### src/rtl/count_updown_mod_if.sv
// Control and status bundle for count_updown_mod: step/clear/load controls,
// mode and terminal value in, registered count and event flags out.
interface count_updown_mod_if #(
    parameter int WIDTH = 8
);
    logic             iEnable;
    logic             iClear;
    logic             iLoad;
    logic [WIDTH-1:0] iData;
    logic             iUp;
    logic             iSat;
    logic [WIDTH-1:0] iMax;
    logic             iFlagClr;
    logic [WIDTH-1:0] oA;
    logic             oTc;
    logic             oOvf;
    logic             oAtMax;

    modport master (
        output iEnable, iClear, iLoad, iData, iUp, iSat, iMax, iFlagClr,
        input  oA, oTc, oOvf, oAtMax
    );

    modport slave (
        input  iEnable, iClear, iLoad, iData, iUp, iSat, iMax, iFlagClr,
        output oA, oTc, oOvf, oAtMax
    );
endinterface

### src/rtl/count_updown_mod.sv
// Up/down modulo counter over 0..iMax with wrap/saturate modes, clear/load,
// a terminal-count pulse and a sticky overflow flag; every output registered.
module count_updown_mod #(
    parameter int WIDTH = 8,
    parameter int DELAY = 1
) (
    input  logic                iClock,
    input  logic                iReset,
    count_updown_mod_if.slave   bus
);

    // DELAY only shaped the register timing of the behavioural model; here it
    // is range-checked alongside WIDTH so bad instantiations fail elaboration.
    generate
        if (WIDTH < 2 || DELAY < 0) begin : gBadParams
            $error("count_updown_mod: WIDTH must be >= 2 and DELAY >= 0");
        end
    endgenerate

    logic [WIDTH-1:0] count;
    logic             tc;
    logic             ovf;
    logic             atMax;
    logic [WIDTH-1:0] nextCount;
    logic             boundEvent;

    always_comb begin
        nextCount  = count;
        boundEvent = 1'b0;
        if (bus.iClear) begin
            nextCount = '0;
        end else if (bus.iLoad) begin
            nextCount = (bus.iData > bus.iMax) ? bus.iMax : bus.iData;
        end else if (bus.iEnable) begin
            if (bus.iUp) begin
                if (count < bus.iMax) begin
                    nextCount = count + 1'b1;
                end else begin
                    boundEvent = 1'b1;
                    nextCount  = bus.iSat ? bus.iMax : '0;
                end
            // A count left above a lowered iMax is pulled back to the bound.
            end else if (count > bus.iMax) begin
                boundEvent = 1'b1;
                nextCount  = bus.iMax;
            end else if (count == '0) begin
                boundEvent = 1'b1;
                nextCount  = bus.iSat ? '0 : bus.iMax;
            end else begin
                nextCount = count - 1'b1;
            end
        end
    end

    // A bound event in the same cycle as iFlagClr keeps the overflow set.
    always_ff @(posedge iClock or negedge iReset) begin
        if (!iReset) begin
            count <= '0;
            tc    <= 1'b0;
            ovf   <= 1'b0;
            atMax <= 1'b0;
        end else begin
            count <= nextCount;
            tc    <= boundEvent;
            ovf   <= boundEvent | (ovf & ~bus.iFlagClr);
            atMax <= (nextCount >= bus.iMax);
        end
    end

    assign bus.oA     = count;
    assign bus.oTc    = tc;
    assign bus.oOvf   = ovf;
    assign bus.oAtMax = atMax;

endmodule
### src/flat_wrapper.sv
// flat-port wrapper written by rule: the top's interface ports become plain ports
module count_updown_mod_flat 
#(
    parameter int WIDTH = 8,
    parameter int DELAY = 1
)
  (iClock, iReset, bus_iEnable, bus_iClear, bus_iLoad, bus_iData, bus_iUp, bus_iSat, bus_iMax, bus_iFlagClr, bus_oA, bus_oTc, bus_oOvf, bus_oAtMax);
  count_updown_mod_if #(.WIDTH(WIDTH)) bus_i ();
  input  logic iClock;
  input  logic iReset;
  input wire logic [$bits(bus_i.iEnable)-1:0] bus_iEnable;
  input wire logic [$bits(bus_i.iClear)-1:0] bus_iClear;
  input wire logic [$bits(bus_i.iLoad)-1:0] bus_iLoad;
  input wire logic [$bits(bus_i.iData)-1:0] bus_iData;
  input wire logic [$bits(bus_i.iUp)-1:0] bus_iUp;
  input wire logic [$bits(bus_i.iSat)-1:0] bus_iSat;
  input wire logic [$bits(bus_i.iMax)-1:0] bus_iMax;
  input wire logic [$bits(bus_i.iFlagClr)-1:0] bus_iFlagClr;
  output wire logic [$bits(bus_i.oA)-1:0] bus_oA;
  output wire logic [$bits(bus_i.oTc)-1:0] bus_oTc;
  output wire logic [$bits(bus_i.oOvf)-1:0] bus_oOvf;
  output wire logic [$bits(bus_i.oAtMax)-1:0] bus_oAtMax;
  assign bus_i.iEnable = bus_iEnable;
  assign bus_i.iClear = bus_iClear;
  assign bus_i.iLoad = bus_iLoad;
  assign bus_i.iData = bus_iData;
  assign bus_i.iUp = bus_iUp;
  assign bus_i.iSat = bus_iSat;
  assign bus_i.iMax = bus_iMax;
  assign bus_i.iFlagClr = bus_iFlagClr;
  assign bus_oA = bus_i.oA;
  assign bus_oTc = bus_i.oTc;
  assign bus_oOvf = bus_i.oOvf;
  assign bus_oAtMax = bus_i.oAtMax;
  count_updown_mod #(.WIDTH(WIDTH), .DELAY(DELAY)) u_core (.iClock(iClock), .iReset(iReset), .bus(bus_i));
endmodule
### config.mk
export PLATFORM = sky130hd
export DESIGN_NAME = count_updown_mod_flat
export DESIGN_NICKNAME = d
export VERILOG_FILES = /design/src/rtl/count_updown_mod_if.sv /design/src/rtl/count_updown_mod.sv /design/src/flat_wrapper.sv
export SDC_FILE = /design/constraint.sdc
export NUM_CORES = 1
export LEC_CHECK = 0
export CORE_MARGIN = 1.5
export CORE_UTILIZATION = 27
export CTS_CLUSTER_SIZE = 8
export DETAILED_ROUTE_END_ITERATION = 16
export PLACE_DENSITY = 0.48
export SLEW_MARGIN = 20
export SYNTH_ARGS = -nofsm -noshare
export SYNTH_HDL_FRONTEND = slang
export SYNTH_SLANG_ARGS = --single-unit
### constraint.sdc
create_clock -name iClock -period 6.9 [get_ports iClock]
set_input_delay 0.69 -clock iClock [delete_from_list [all_inputs] [get_ports iClock]]
set_output_delay 0.69 -clock iClock [all_outputs]
set_load 0.01 [all_outputs]
==> impl_metrics.yaml, run 1 <==
synthesis:
  synth_seq_cells: 11
  async_flop_share_pct: 100
  synthesis.area_sq_um: 1800
  synth-edff-count: 0
  syn_inst: 220
  synth-main-ff-cell: "dfrtp_1"
  synth_nets: 271
  seq_area_frac_synth_pct: 15.3
  yosys_warnings: 0
  synthDistinctLibCells: 48
  avgSynthCellArea_sq_um: 8.16
detailed_routing:
  wl_per_cell_microns: 18.0
  drc: 0
  antenna_left: 0
  routed_wl_microns: 5850
  drtPass1Iterations: 4
  drt_iter0_markers: 240
  drt-vias-per-instance: 5.63
  vias: 1836
final_layout:
  antenna_cells: 0
  num-fill-cells: 689
  area_growth_pct: 22.7
  layout-drive-gt1-share_pct: 5.62
  fin_nets: 301
power_and_ir_drop:
  powerDensity_nw_per_um2: 154
  p_total_w: 0.000339
  max-vdd-ir-drop_mv: 0.0663
  leakage_nw: 0.981
flow_run:
  cap_viol_max_count: 0
sta:
  fin_skew_ps: 3.14
  tightestPinTransition_ps: 605
  rsz0062_at_grt: "false"
  slew_headroom_pct: 59.3
  finalHoldViolCount: 0
  setup_viol: 0
  slew_viol_final: 0
  final_period_minus_worst_setup_slack_ps: 4280
  finalCritPeriodShare_pct: 62.1
  clock.fmax_ghz: 0.234
  finalSetupTns_ps: 0
clocking:
  post_cts_buffers: 0
  clock_path_buffers: 2
  htreeDepth: 1
  clock_latency_ps: 240
  numClockSinks: 11
  postCtsHoldBufs: 0
  cts_root_buf: "clkbuf_8"
  cts_tree: "built"
  ctsResizeCount: 0
  cts_buffers: 3
  clkTransAtPathRegs_ps: 50
floorplanning:
  start_util_pct: 28.1
  die_width_microns: 84.5
  die_h_microns: 84.5
  num_rows: 29
  core_sq_um: 6390
  dieArea_sq_um: 7150
  io_pins: 35
grt:
  grt_pass1_vias: 1810
  overflow: 0
  antenna_found_initial: 0
  grt_pass1_wl_microns: 9400
  grtUsageTotal_pct: 16.8
  grt_start_max_net_pins: 12
placement:
  numPortBuffers: 34
  dp_hpwl_microns: 4840
  gp_congestion: 0.892
critical_path:
  start_kind: "input port"
  cp-end-kind: "register"
  path_class: "input port to register"
  path_buf_inv: 2
  crit_path_max_fanout: 8
  r2r_cells: 14
  arrival_ps: 4410
  slowest_delay_ps: 550
  required_ps: 7020
  crit_top_cell: "a21o_1"
  slowest_stage: "clkdlybuf4s50_1"
  worstPathCellList: "clkdlybuf4s50_1, inv_1, ha_1, a211oi_1, nand2_1, a31oi_1, a21o_1, a211oi_1, o311a_1, ha_1, nand2b_1, a21o_1, a21o_1, a211o_1, a21oi_1, o21ai_0"
  cp_top_family: "compound AO/OA/AOI/OAI gates"
  path_depth: 16
min_path:
  whs_path_depth: 1
  hold_path.class: "register to register"
run_status:
  status: "completed"
## sequential cells by signal (all words and copies together), names as in the netlist
name,count
u_core.bus.oA,8
u_core.bus.oOvf,1
u_core.bus.oAtMax,1
u_core.bus.oTc,1
## cell type report
| type | count | area, sq um | share of cell area (%) |
|---|---|---|---|
| multi-input cells | 184 | 1390 | 62.9 |
| repair buffers | 34 | 340 | 15.4 |
| flip-flops and latches | 11 | 275 | 12.5 |
| well taps | 77 | 96.3 | 4.37 |
| inverters | 16 | 60.1 | 2.73 |
| clock buffers | 4 | 45.0 | 2.04 |
## cells in the mapped netlist, types with 3 or more instances
| cell type | number | area share, % |
|---|---|---|
| a21oi_1 | 14 | 3.9 |
| nor3_1 | 10 | 2.8 |
| and3_1 | 3 | 1.0 |
| o2111ai_1 | 3 | 1.5 |
| xor2_1 | 7 | 3.4 |
| o211ai_1 | 3 | 1.3 |
| a211oi_1 | 3 | 1.3 |
| nor2_1 | 15 | 3.1 |
| nand2_1 | 18 | 3.8 |
| nand3_1 | 5 | 1.4 |
| a21o_1 | 5 | 2.1 |
| ha_1 | 27 | 19 |
| dfrtp_1 | 11 | 15 |
| xnor2_1 | 5 | 2.4 |
| a221oi_1 | 6 | 2.9 |
| o31ai_1 | 6 | 2.5 |
| o21ai_0 | 4 | 1.1 |
| mux2i_1 | 7 | 3.9 |
| o21a_1 | 5 | 2.1 |
| inv_1 | 16 | 3.3 |
| a31oi_1 | 3 | 1.0 |
| nand4_1 | 4 | 1.4 |
| nand2b_1 | 3 | 1.0 |
| buf_4 | 4 | 1.7 |
| a32oi_1 | 6 | 2.9 |
## metal layers
layer,track usage [%],part of all wire [%]
met1,22.8,45
met2,26.5,45
met3,2.95,8.0
met4,6.16,1.7
met5,0,0
## cell usage in the layout, fill, tap and decap left out, drive strengths merged, types with 4 or more instances in the layout
cell type | netlist | routed
ha | 27 | 27
and3 | 4 | 4
a221oi | 6 | 6
a32oi | 6 | 6
o21a | 5 | 5
nor2 | 15 | 15
o31ai | 6 | 6
xor2 | 7 | 7
a21o | 6 | 6
xnor2 | 5 | 5
inv | 16 | 16
nand3 | 6 | 6
nand2 | 19 | 19
clkdlybuf4s50 | 0 | 34
mux2i | 7 | 7
a21oi | 15 | 15
nand4 | 4 | 4
dfrtp | 11 | 11
clkbuf | 3 | 4
o211ai | 4 | 4
nor3 | 10 | 10
o21ai | 6 | 6
## through the flow
| stage | instances | utilization, % | setup WS, ps | hold slack, ps | instance area, sq um |
|---|---|---|---|---|---|
| 2_1_floorplan | 220 | - | 3420 | 394 | 1800 |
| 6_report | 326 | 34.5 | 2620 | 476 | 2200 |
| 5_1_grt | 326 | 34.5 | 2420 | 508 | 2200 |
| 3_5_place_dp | 322 | 33.8 | 2360 | 471 | 2160 |
| 3_3_place_gp | 322 | 33.8 | 2310 | 459 | 2160 |
| 4_1_cts | 326 | 34.5 | 2620 | 483 | 2200 |
## where the power goes
part           internal (W)  switching, W  leakage [nW]
clock network     0.0000407     0.0000262        0.0228
registers         0.0000714     0.0000185         0.144
logic             0.0000840     0.0000986         0.815
total              0.000196      0.000143         0.981
## logic make-up after synthesis
group | share of synthesized area [%]
buffers and inverters | 7.46
xor gates and xnor gates | 5.85
AOI/OAI and AO/OA | 28.5
adders and majority gates | 18.8
muxes | 3.90
DFF | 15.3
and+or+nand+nor | 20.1
## worst register-to-register path, delay by kind of cell (launching register included)
kind            cells  cell delay [ps]
compound gates      9             1810
fa+ha+maj           2              620
flops               1              530
simple gates        3              500
## path summary, 6_finish.rpt
kind                                               end                        from  slack, ps
max                        u_core.bus.oAtMax$_DFF_PN0_                 bus_iMax[5]       2620
min                          u_core.bus.oOvf$_DFF_PN0_   u_core.bus.oOvf$_DFF_PN0_        480
max reg2reg                u_core.bus.oAtMax$_DFF_PN0_  u_core.bus.oA[5]$_DFF_PN0_       3330
min reg2reg                  u_core.bus.oOvf$_DFF_PN0_   u_core.bus.oOvf$_DFF_PN0_        480
max in group asynchronous   u_core.bus.oA[7]$_DFF_PN0_                      iReset       5700
min in group asynchronous  u_core.bus.oAtMax$_DFF_PN0_                      iReset        820
Note: power is estimated with default switching activity, not from simulation.
==> run 2: changes to the inputs <==
==> constraint.sdc (replaced) <==
create_clock -name iClock -period 4.35 [get_ports iClock]
set_input_delay 0.435 -clock iClock [delete_from_list [all_inputs] [get_ports iClock]]
set_output_delay 0.435 -clock iClock [all_outputs]
set_load 0.01 [all_outputs]
==> impl_metrics.yaml, run 2 (same netlist as run 1, synthesis figures left out) <==
grt:
  antenna_found_initial: 0
  grt_start_max_net_pins: 12
  overflow: 0
  grt_pass1_vias: 1829
  grt_pass1_wl_microns: 9640
  grtUsageTotal_pct: 16.8
floorplanning:
  io_pins: 35
  core_sq_um: 6390
  dieArea_sq_um: 7150
  start_util_pct: 28.1
  die_width_microns: 84.5
  num_rows: 29
  die_h_microns: 84.5
power_and_ir_drop:
  seq_power_share_pct: 24.8
  power.switching_w: 0.000234
  power_frac_comb_pct: 55.2
  clockPowerShare_pct: 20.0
  powerDensity_nw_per_um2: 245
  max-vdd-ir-drop_mv: 0.0850
  p_total_w: 0.000552
  swShare_pct: 42.3
  leakage_nw: 1.01
  internal_power_w: 0.000318
critical_path:
  path_class: "input port to register"
  start_kind: "input port"
  r2r_cells: 15
  r2r_start: "u_core.bus.oA[0]$_DFF_PN0_"
  cp-startpoint: "bus_iMax[1]"
  slowest_stage: "clkdlybuf4s50_1"
  crit_path_max_fanout: 10
  ff2ff_setup_slack_ps: 740
  required_ps: 4470
  cp_top_family: "compound AO/OA/AOI/OAI gates"
  arrival_ps: 3990
  reg2reg_to: "u_core.bus.oAtMax$_DFF_PN0_"
  cp-end-kind: "register"
  path_buf_inv: 2
  worstPathCellList: "clkdlybuf4s50_1, inv_1, ha_1, nor2b_1, o211ai_2, a21oi_2, nor3_1, o2111ai_1, o311a_1, ha_1, nand2b_1, a21o_1, a21o_1, a211o_1, a21oi_1, o21ai_0"
  slowest_delay_ps: 540
sta:
  fin_skew_ps: 3.09
  finalCritPeriodShare_pct: 89.0
  setup_viol: 0
  finalSetupTns_ps: 0
  final_period_minus_worst_setup_slack_ps: 3870
  clock.fmax_ghz: 0.258
  rsz0062_at_grt: "false"
  slew_viol_final: 0
  tightestPinTransition_ps: 613
  slew_headroom_pct: 58.8
  finalHoldViolCount: 0
detailed_routing:
  drt_iter0_markers: 179
  routedLengthMet1_microns: 2590
  vias: 1841
  dr_wl_met3_microns: 511
  drtPass1Iterations: 4
  wl_per_cell_microns: 17.6
  drc: 0
  top_layer_used: "met4"
  dr_wl_met2_microns: 2670
  routed_wl_microns: 5850
  drt-vias-per-instance: 5.55
  antenna_left: 0
clocking:
  clkTransAtPathRegs_ps: 60
  postCtsHoldBufs: 0
  numClockSinks: 11
  cts_buffers: 3
  htreeDepth: 1
  clock_latency_ps: 240
  cts_root_buf: "clkbuf_8"
  post_cts_buffers: 0
  clock_path_buffers: 2
  cts_tree: "built"
  ctsResizeCount: 0
final_layout:
  area_growth_pct: 25.3
  final_util_pct: 35.2
  final_common_cell: "clkdlybuf4s50_1"
  largest_reg_flops: 8
  seq_area_sq_um: 275
  design_area_sq_um: 2250
  fin_nets: 307
  multiInputGateArea_sq_um: 1390
  antenna_cells: 0
  layout-drive-gt1-share_pct: 8.24
  final_cell_mix: "clkdlybuf4s50_1, ha_1, nand2_1"
  num-fill-cells: 663
placement:
  dp_hpwl_microns: 4780
  placed_cell_area_sq_um: 2200
  numPortBuffers: 34
  gp_congestion: 0.860
min_path:
  hp-start: "u_core.bus.oOvf$_DFF_PN0_"
  whs_endpoint: "u_core.bus.oOvf$_DFF_PN0_"
  hold_path.class: "register to register"
  whs_path_depth: 1
flow_run:
  cap_viol_max_count: 0
run_status:
  status: "completed"
## run 2: cell types whose count changed in the layout (fill, tap and decap cells not counted)
cell | before | now
buf_4 | 0 | 6
clkinv_2 | 0 | 1
clkbuf_1 | 1 | 0
## run 2: worst max-delay path by stage
stage	slack (ps)	cells after the start	end
2_1_floorplan	1120	16	u_core.bus.oAtMax$_DFF_PN0_
3_3_place_gp	140	16	u_core.bus.oAtMax$_DFF_PN0_
3_5_place_dp	240	16	u_core.bus.oAtMax$_DFF_PN0_
4_1_cts	490	16	u_core.bus.oAtMax$_DFF_PN0_
5_1_grt	260	16	u_core.bus.oAtMax$_DFF_PN0_
6_report	480	16	u_core.bus.oAtMax$_DFF_PN0_
## run 2: area by class of cell
class                   instances  area share [%]
flip-flops and latches         11            12.2
repair buffers                 40            17.1
well taps                      77            4.28
clock inverters                 1           0.222
inverters                      16            2.67
clock buffers                   3            1.84
multi-input cells             184            61.6
## run 2: stage by stage
stage          hold WS, ps  setup WS, ps  instances
2_1_floorplan          139          1120        220
3_3_place_gp           459           144        328
3_5_place_dp           473           236        328
4_1_cts                487           492        332
5_1_grt                507           260        332
6_report               480           480        332
## run 2: power groups by stage
stage	clock network [W]	logic (W)	registers, W
detailed placement	0	0.000302	0.000139
CTS	0.000112	0.000304	0.000137
finish	0.000110	0.000305	0.000137
floorplan	0	0.000201	0.000133
global placement	0	0.000308	0.000139
global route	0.000121	0.000337	0.000139
## run 2: metal layers
metal | vias to the layer above | global-route usage, %
li1 | 901 | -
met2 | 87 | 25.7
met3 | 6 | 3.05
met1 | 847 | 24.0
met4 | 0 | 4.99
met5 | - | 0
==> run 3: changes to the inputs <==
--- a/config.mk
+++ b/config.mk
@@ -14,3 +14,4 @@
 export SYNTH_ARGS = -nofsm -noshare
 export SYNTH_HDL_FRONTEND = slang
 export SYNTH_SLANG_ARGS = --single-unit
+export TNS_END_PERCENT = 100
==> results of run 3 <==
The final DEF is identical to that of run 2; final timing and power are the same.
